[src/rtl/matrix_mult_engine.sv]
// Sequencing datapath computing C = A x B from two async-read operand memories
// into a sync-write result memory, one MAC per cycle, one C element per INNER+1 cycles.
module matrix_mult_engine #(
   parameter int unsigned ROW      = 2,
   parameter int unsigned INNER    = 2,
   parameter int unsigned COL      = 2,
   parameter int unsigned SIZE     = 8,
   parameter int unsigned OUT_SIZE = 16
) (
   input  logic                clk,
   input  logic                rst,
   input  logic                start,
   output logic                busy,
   output logic                done,
   output logic                a_read,
   output logic [5:0]          a_read_address,
   input  logic [SIZE-1:0]     a_data,
   output logic                b_read,
   output logic [5:0]          b_read_address,
   input  logic [SIZE-1:0]     b_data,
   output logic                c_write,
   output logic [5:0]          c_write_address,
   output logic [OUT_SIZE-1:0] c_write_value
);

   localparam int unsigned AW = 6;
   localparam int unsigned PW = 2 * SIZE;
   localparam int unsigned IW = (ROW   > 1) ? $clog2(ROW)   : 1;
   localparam int unsigned KW = (INNER > 1) ? $clog2(INNER) : 1;
   localparam int unsigned JW = (COL   > 1) ? $clog2(COL)   : 1;

   typedef enum logic [1:0] {
      IDLE  = 2'd0,
      MAC   = 2'd1,
      WRITE = 2'd2,
      DONE  = 2'd3
   } state_t;

   state_t              state, state_d;
   logic [IW-1:0]       i, i_d;
   logic [KW-1:0]       k, k_d;
   logic [JW-1:0]       j, j_d;
   logic [OUT_SIZE-1:0] acc, acc_d;
   logic [PW-1:0]       product_c;
   logic [OUT_SIZE-1:0] product_ext_c;
   logic [AW-1:0]       a_addr_c, b_addr_c, c_addr_c;

   // Full-width product, then fit (zero-extend or truncate) to accumulator width
   always_comb begin
      product_c     = PW'(a_data) * PW'(b_data);
      product_ext_c = OUT_SIZE'(product_c);
   end

   // Next-state, counter and accumulator logic
   always_comb begin
      state_d = state;
      i_d     = i;
      j_d     = j;
      k_d     = k;
      acc_d   = acc;
      case (state)
         IDLE: begin
            if (start) begin
               state_d = MAC;
               i_d     = '0;
               j_d     = '0;
               k_d     = '0;
            end
         end
         MAC: begin
            acc_d = ((k == '0) ? '0 : acc) + product_ext_c;
            if (k == KW'(INNER - 1)) state_d = WRITE;
            else                     k_d     = k + 1'b1;
         end
         WRITE: begin
            k_d = '0;
            if (j == JW'(COL - 1)) begin
               j_d = '0;
               if (i == IW'(ROW - 1)) begin
                  i_d     = '0;
                  state_d = DONE;
               end else begin
                  i_d     = i + 1'b1;
                  state_d = MAC;
               end
            end else begin
               j_d     = j + 1'b1;
               state_d = MAC;
            end
         end
         DONE:    state_d = IDLE;
         default: state_d = IDLE;
      endcase
   end

   // Row-major addresses of the element touched in the next cycle
   always_comb begin
      a_addr_c = AW'(32'(i_d) * INNER + 32'(k_d));
      b_addr_c = AW'(32'(k_d) * COL + 32'(j_d));
      c_addr_c = AW'(32'(i_d) * COL + 32'(j_d));
   end

   // Outputs are registered from the next state so they line up with the state they describe
   always_ff @(posedge clk) begin
      if (rst) begin
         state           <= IDLE;
         i               <= '0;
         j               <= '0;
         k               <= '0;
         acc             <= '0;
         busy            <= 1'b0;
         done            <= 1'b0;
         a_read          <= 1'b0;
         b_read          <= 1'b0;
         a_read_address  <= '0;
         b_read_address  <= '0;
         c_write         <= 1'b0;
         c_write_address <= '0;
         c_write_value   <= '0;
      end else begin
         state           <= state_d;
         i               <= i_d;
         j               <= j_d;
         k               <= k_d;
         acc             <= acc_d;
         busy            <= (state_d == MAC) || (state_d == WRITE);
         done            <= (state_d == DONE);
         a_read          <= (state_d == MAC);
         b_read          <= (state_d == MAC);
         a_read_address  <= (state_d == MAC) ? a_addr_c : '0;
         b_read_address  <= (state_d == MAC) ? b_addr_c : '0;
         c_write         <= (state_d == WRITE);
         c_write_address <= (state_d == WRITE) ? c_addr_c : '0;
         c_write_value   <= (state_d == WRITE) ? acc_d : '0;
      end
   end

endmodule

[config.mk]
export PLATFORM = sky130hd
export DESIGN_NAME = matrix_mult_engine
export DESIGN_NICKNAME = d
export VERILOG_FILES = /design/src/rtl/matrix_mult_engine.sv
export SDC_FILE = /design/constraint.sdc
export NUM_CORES = 1
export LEC_CHECK = 0
export ABC_AREA = 0
export ABC_CLOCK_PERIOD_IN_PS = 11600
export CORE_MARGIN = 5
export CORE_UTILIZATION = 30
export CTS_CLUSTER_DIAMETER = 40
export DETAILED_ROUTE_END_ITERATION = 16
export DONT_BUFFER_PORTS = 1
export GPL_TIMING_DRIVEN = 1
export SLEW_MARGIN = 10
export SYNTH_ARGS = -nofsm -noshare
export SYNTH_HDL_FRONTEND = slang
export SYNTH_SLANG_ARGS = --single-unit
[constraint.sdc]
create_clock -name clk -period 11.6 [get_ports clk]
set_input_delay 2.32 -clock clk [delete_from_list [all_inputs] [get_ports clk]]
set_output_delay 2.32 -clock clk [all_outputs]
set_load 0.02 [all_outputs]
=== Yosys cells after proc, flatten, opt, wreduce, memory -nomap -nowiden ===
Cells that the tools add are included.

* Latch bits: 0
* Output and inout port bits: 39
* Memories: 0
* Logic and storage cells: 50
* Bits in registers: 59
* Memory bits (writable): 0
* Bits in read-only memories: 0

* Mux-type cells: 17
* Multiply operators: 1
* Equal/unequal tests: 6
* Shift-type cells: 0
* Magnitude comparators: 0
* Reduce and logical (&&, ||, !) cells: 4
* $add $sub $neg: 7
* Divide/modulo/power cells: 0
* Bitwise logic cells: 2

{| class="wikitable"
|+ Operator list
! cell !! number
|-
| 2-to-1 mux 16 bit || 2
|-
| adder 16 bit || 1
|-
| multiplier 8 x 8 -> 16 bit || 1
|-
| adder 2 x 1 -> 3 bit || 3
|-
| equality test 2 bit (second input constant) || 4
|-
| 2-to-1 mux 2 bit || 4
|-
| case mux 2 bit (4 select lines) || 1
|-
| 2-to-1 mux 1 bit || 7
|-
| equality test 2 x 1 -> 1 bit (second input constant) || 2
|-
| case mux 1 bit (2 select lines) || 2
|-
| OR reduction 2 bit || 2
|-
| adder 1 bit (second input constant) || 3
|-
| case mux 1 bit (3 select lines) || 1
|-
| zero test 2 bit || 1
|-
| NOT 1 bit || 2
|-
| logical OR 1 bit || 1
|}

=== Logic depth before layout (Yosys ltp) ===
Gate-level depths: netlist of run 1.

* Depth after elaboration: 6
* Depth in mapped cells: 18
* Gate-level depth less buffers: 16

=== Worst setup path after synthesis of run 1 ===
Ideal clock, no wire load.

* Path kind: input to register
* From: in b_data[1]
* To: reg acc[12]
* Path buffers: 1
* Arrival: 6.248 ns
* Stages on the path: 15
* Slack: 5.229 ns
* Library setup time: 0.123 ns
* Cells stage by stage: clkbuf_1 > nand2_1 > fa_1 > inv_1 > fa_1 > fa_1 > inv_1 > fa_1 > inv_1 > ha_1 > and2_2 > a221oi_4 > a211o_1 > a2111oi_2 > a311o_2

* Cells in the longest elaborated chain, start to end: 3

{| class="wikitable"
|+ Ends and longest elaborated chain
! item !! line !! RTL
|-
| start, declared || 20 || <nowiki>input logic [SIZE-1:0] b_data,</nowiki>
|-
| multiplier 8 x 8 -> 16 bit || 50 || <nowiki>product_c = PW'(a_data) * PW'(b_data);</nowiki>
|-
| adder 16 bit || 71 || <nowiki>acc_d = ((k == '0) ? '0 : acc) + product_ext_c;</nowiki>
|-
| 2-to-1 mux 16 bit || 61 || <nowiki>case (state)</nowiki>
|-
| end signal, assigned || 110 || <nowiki>acc <= '0;</nowiki>
|-
| end signal, assigned || 125 || <nowiki>acc <= acc_d;</nowiki>
|-
| end, declared || 43 || <nowiki>logic [OUT_SIZE-1:0] acc, acc_d;</nowiki>
|}

Every way passes these cells.
A chain may end at the register's enable or synchronous reset.

=== Final worst setup path of run 1 ===
* From: in a_data[0]
* To: reg acc[12]

* Cells in the longest elaborated chain, start to end: 3

{| class="wikitable"
|+ Ends and longest elaborated chain
! item !! line !! RTL
|-
| start, declared || 17 || <nowiki>input logic [SIZE-1:0] a_data,</nowiki>
|-
| multiplier 8 x 8 -> 16 bit || 50 ||
|-
| adder 16 bit || 71 ||
|-
| 2-to-1 mux 16 bit || 61 ||
|}

Every way passes these cells.

==> results of run 1 <==
## cell usage after synthesis, types with 2 or more instances
cell type	instances
a21oi_1	21
clkbuf_1	6
dfxtp_1	46
o21bai_1	2
nor2b_1	7
o21a_1	4
nand2_1	59
and2_1	56
nor2_1	28
o211ai_1	7
nor3_1	2
nor4bb_1	2
or4_1	3
buf_6	2
nand4_1	5
buf_2	7
buf_1	2
buf_4	15
xnor2_1	4
o21ai_0	9
a21o_1	2
a22oi_1	4
ha_1	39
nand3_1	12
fa_1	50
nand2b_1	4
inv_1	87
mux2i_1	3
a211oi_1	4
## power breakdown
group          internal (mW)  leakage (nW)  switching, mW
sequential             0.174         0.373         0.0162
clock                 0.0799        0.0698         0.0640
combinational          0.156          1.73          0.261
total                  0.410          2.18          0.341
## worst paths after layout
| kind | endpoint | slack, ps | cells after the start |
|---|---|---|---|
| worst max-delay path | acc[12] | 5460 | 14 |
| worst min-delay path | acc[3] | 480 | 2 |
| worst max register to register | acc[12] | 6730 | 14 |
| worst min register to register | acc[3] | 480 | 2 |
## state kept, by name, summed over array words and instances (netlist names)
name and flops:
a_read_address 2, acc 16, b_read 1, b_read_address 1, busy 1, c_write 1
c_write_address 2, c_write_value 16, done 1, i 1, j 1, k 1
state 2
## layout make-up
cell class | instances | area (um^2) | share of cell area
tap | 184 | 230 | 0.0492
multi-input combinational | 362 | 3050 | 0.651
timing repair buffer | 1 | 7.51 | 0.00160
sequential | 46 | 921 | 0.197
inverter | 88 | 330 | 0.0705
clock inverter | 3 | 21.3 | 0.00454
clock buffer | 5 | 125 | 0.0267
## worst register-to-register path, delay by kind of cell (launching register included)
| kind | cells | cell delay (ps) |
|---|---|---|
| buffers and inverters | 3 | 140 |
| adders and majority gates | 5 | 2390 |
| and+or+nand+nor | 2 | 430 |
| AOI/OAI and AO/OA | 4 | 1050 |
| DFF | 1 | 750 |
## cell families (layout without fill, tap and decap cells)
family | count (synthesis) | in the layout | synth area share
AND/OR/NAND/NOR | 186 | 186 | 0.214
other | 1 | 12 | 0.000841
buffers and inverters | 120 | 97 | 0.119
XOR/XNOR | 4 | 4 | 0.00786
multiplexers | 3 | 3 | 0.00674
flip-flops | 46 | 46 | 0.207
adder cells (fa/ha/maj) | 89 | 89 | 0.334
AO/OA/AOI/OAI | 68 | 68 | 0.111
## metal layers
layer / share of wire / GRT usage / up-vias
li1: - / - / 1587
met1: 0.42 / 0.154 / 1645
met2: 0.52 / 0.228 / 55
met3: 0.044 / 0.0260 / 11
met4: 0.011 / 0.0206 / 0
met5: 0 / 0 / -
==> impl_metrics.csv, run 1 <==
group,metric,value,unit
drt,routed-via-count,3298,
synthesis,synth_cell_types,54,
synthesis,syn_inst,517,
critical_path,path_buf_inv,3,
critical_path,cp-end-kind,"register",
placed_design,pre_cts_slack,5150,ps
outcome,status,"finished, final reports clean",
finish,fin_area,0.00468,mm^2
drt,firstDrtPassIters,4,
clocking,cts_hold_buf,0,
clocking,cts_root_buffer,"clkbuf_16",
placed_design,dp_cells,681,
drt,drc_errors,0,
global_routing,grt_pass1_wl,18100,um
critical_path,cpMostUsedCell,"fa_1",
floorplan,dieArea,0.0174,mm^2
critical_path,startpoint_type,"input pin",
finish,antenna_cells,0,
power,power.total,752,uW
timing,timing.final.crit_period,6140,ps
placed_design,dpl-instance-area,0.00454,mm^2
worst_hold_path,hold_start,"acc[3]",
finish,filler_cell_count,1556,
floorplan,die_h,132,um
timing,finalHoldViolations,0,
global_routing,grt_max_degree,29,
drt,postRouteAntennaNets,0,
critical_path,critPathArrivalTime,6310,ps
finish,fin_nets,612,
synthesis,syn-cell-area,0.00446,mm^2
placed_design,gp_congestion,0.891,
power,powerDensity,161,mW/mm^2
clocking,cts_htree_levels,2,
timing,slew_violations,0,
global_routing,grt_pass1_vias,3571,
run,drv_cap,0,
worst_hold_path,hold_path_class,"register to register",
clocking,clk_path_buf_depth,2,
synthesis,dominantRegCellSynth,"dfxtp_1",
placed_design,port_buffers,0,
critical_path,worstPathRequired,11770,ps
power,p_leak,2.18,nW
clocking,cts_sinks,46,
finish,fin_cells,689,
timing,tightest_slew,1070,ps
clocking,cts_tree,"done",
drt,routed_via_density,4.79,
synthesis,synth_area_per_cell,8.62,um^2
critical_path,crit_type,"input pin to register",
drt,drt_wl_total,10600,um
critical_path,slowest_delay,560,ps
timing,whs,485,ps
clocking,cts_inserted_buffers,5,
timing,rsz0062_at_grt,"no",
clocking,post_cts_resized,0,
placed_design,post-dp-hpwl,8740,um
drt,wire_per_inst,15.3,um
timing,clock.fmax,163,MHz
floorplan,core,0.0145,mm^2
synthesis,synth.area.top_cells,"fa_1, dfxtp_1, ha_1",
finish,final_cell_mix,"inv_1, nand2_1, and2_1, fa_1, dfxtp_1",
floorplan,ios,58,
floorplan,start_util,0.307,
critical_path,cp_top_family,"adder cells",
finish,syn2layout_area_growth,5.05,%
global_routing,antenna_found_initial,0,
timing,finalSetupViolCount,0,
critical_path,r2r_start,"k",
global_routing,grtUsageTotal,0.125,
timing,post-route-period-util,0.529,
timing,slew_headroom,0.287,
finish,final_util,0.322,
timing,clock_skew,5.64,ps
finish,drive_gt1_frac,0.0356,
drt,first_iter_violations,179,
critical_path,cp_max_fo,8,
synthesis,ys_seq_area_frac,0.207,
timing,tns,0,ps
synthesis,synth-edff-count,0,
clocking,cts_setup_buffers,0,
synthesis,yosys.area.top_type_share,0.225,
critical_path,path_cells,"nand2_1 -> fa_1 -> fa_1 -> inv_1 -> fa_1 -> inv_1 -> fa_1 -> inv_1 -> ha_1 -> and2_2 -> a221oi_4 -> a211o_1 -> a2111oi_2 -> a311o_2",
clocking,clk-insertion-delay-late,290,ps
synthesis,synth_seq_cells,46,
global_routing,grt_overflow_total,0,
floorplan,fp.dieW,132,um
synthesis,async_flop_share,0,
clocking,clk_pin_slew,60,ps
power,irDropWorstVdd,0.0618,mV
floorplan,core.rowCount,44,
synthesis,synth_top_cell_by_area,"fa_1",
finish,final_common_cell,"inv_1",
timing,fin_ws,5460,ps
synthesis,yosysWarnings,0,
critical_path,cpMaxStageDelayCell,"fa_1",
critical_path,worstSetupStartpoint,"a_data[0]",
(Power assumes the default switching activity.)
==> run 2: changes to the inputs <==
--- a/config.mk
+++ b/config.mk
@@ -6,7 +6,7 @@
 export NUM_CORES = 1
 export LEC_CHECK = 0
 export ABC_AREA = 0
-export ABC_CLOCK_PERIOD_IN_PS = 11600
+export ABC_CLOCK_PERIOD_IN_PS = 5000
 export CORE_MARGIN = 5
 export CORE_UTILIZATION = 30
 export CTS_CLUSTER_DIAMETER = 40
==> constraint.sdc (replaced) <==
create_clock -name clk -period 5 [get_ports clk]
set_input_delay 1 -clock clk [delete_from_list [all_inputs] [get_ports clk]]
set_output_delay 1 -clock clk [all_outputs]
set_load 0.02 [all_outputs]
==> impl_metrics.csv, run 2 (synthesized netlist as in run 1, its figures left out) <==
group,metric,value,unit
drt,wire_per_inst,15.1,um
placed_design,dp_cells,689,
timing,tns,0,ps
floorplan,ios,58,
floorplan,core.rowCount,44,
finish,final_cell_mix,"inv_1, nand2_1, and2_1, fa_1, dfxtp_1",
timing,clock_skew,7.31,ps
critical_path,cp-end-kind,"register",
timing,finalSetupViolCount,0,
drt,postRouteAntennaNets,0,
timing,post-route-period-util,0.925,
floorplan,fp.dieW,132,um
timing,rsz0062_at_grt,"no",
finish,final_common_cell,"inv_1",
drt,first_iter_violations,204,
floorplan,die_h,132,um
finish,drive_gt1_frac,0.0507,
power,power.total,1.81,mW
placed_design,port_buffers,0,
global_routing,grt_pass1_vias,3514,
finish,fin_nets,620,
worst_hold_path,whs_path_depth,2,
critical_path,worstPathRequired,5180,ps
clocking,cts_tree,"done",
floorplan,start_util,0.307,
timing,slew_violations,0,
drt,drt_wl_total,10500,um
global_routing,grt_pass1_wl,18200,um
drt,routed_via_density,4.73,
finish,syn2layout_area_growth,6.48,%
finish,fin_cells,697,
timing,timing.final.crit_period,4630,ps
power,powerDensity,381,mW/mm^2
floorplan,core,0.0145,mm^2
outcome,status,"finished, final reports clean",
clocking,cts_setup_buffers,0,
critical_path,r2r_cells,15,
critical_path,critPathArrivalTime,4810,ps
timing,whs,480,ps
critical_path,startpoint_type,"input pin",
placed_design,post-dp-hpwl,8750,um
drt,firstDrtPassIters,6,
drt,routed-via-count,3296,
power,irDropWorstVdd,0.170,mV
global_routing,grtUsageTotal,0.125,
critical_path,crit_type,"input pin to register",
finish,largest_registers,"acc: 16 flops, c_write_value: 16 flops",
placed_design,gp_congestion,0.850,
finish,filler_cell_count,1520,
clocking,cts_inserted_buffers,5,
floorplan,dieArea,0.0174,mm^2
global_routing,grt_overflow_total,0,
clocking,clk-insertion-delay-late,290,ps
clocking,cts_root_buffer,"clkbuf_16",
finish,antenna_cells,0,
clocking,cts_sinks,46,
run,drv_cap,0,
power,p_leak,2.22,nW
clocking,cts_hold_buf,0,
global_routing,grt_max_degree,29,
finish,fin_area,0.00475,mm^2
global_routing,antenna_found_initial,0,
clocking,post_cts_resized,0,
clocking,cts_htree_levels,2,
worst_hold_path,hold_path_class,"register to register",
critical_path,cp_max_fo,8,
clocking,clk_path_buf_depth,2,
clocking,clk_pin_slew,70,ps
drt,drc_errors,0,
placed_design,dpl-instance-area,0.00460,mm^2
timing,clock.fmax,216,MHz
timing,finalHoldViolations,0,
==> run 2: cell count changes in the layout (fill, tap and decap cells not counted) <==
| cell | delta |
|---|---|
| clkinv_2 | -1 |
| buf_4 | +8 |
| inv_6 | +1 |
==> run 2: power breakdown <==
group	total (mW)	switching, mW	internal, mW
sequential	0.441	0.0366	0.405
clock	0.341	0.153	0.188
combinational	1.03	0.621	0.407
==> run 2: cell type report <==
cell class                 instances  area (um^2)  share of cell area
clock buffer                       5          125              0.0264
clock inverter                     3         25.0             0.00527
inverter                          88          330              0.0696
multi-input combinational        362         3050               0.642
sequential                        46          921               0.194
tap                              184          230              0.0485
timing repair buffer               9         67.6              0.0142
==> run 2: through the flow <==
stage                util  setup WS (ps)
CTS                 0.327            353
global placement    0.316            104
detailed placement  0.316           56.3
finish              0.327            373
floorplan               -           34.3
global route        0.327            139
==> run 2: path summary, 6_finish.rpt <==
path / startpoint / end / slack [ps]
max reg2reg: k / acc[12] / 580
min reg2reg: acc[0] / acc[0] / 480
min: acc[0] / acc[0] / 480
max: b_data[4] / acc[12] / 370
==> run 2: critical path, cell delays in order <==
cell and delay [ps]:
and2_1 160, fa_1 470, fa_1 550, inv_1 50
fa_1 470, fa_1 560, inv_1 50, ha_1 340
and2_2 210, a221oi_4 80, buf_4 160, a211oi_1 300
nor4_1 100, a311o_2 320
==> run 2: layer usage <==
metal / global-route usage / vias up / part of all wire / routed length [um]
li1: - / 1605 / - / -
met1: 0.157 / 1614 / 0.43 / 4560
met2: 0.223 / 68 / 0.51 / 5310
met3: 0.0248 / 9 / 0.049 / 516
met4: 0.0257 / 0 / 0.012 / 125
met5: 0 / - / 0 / 0
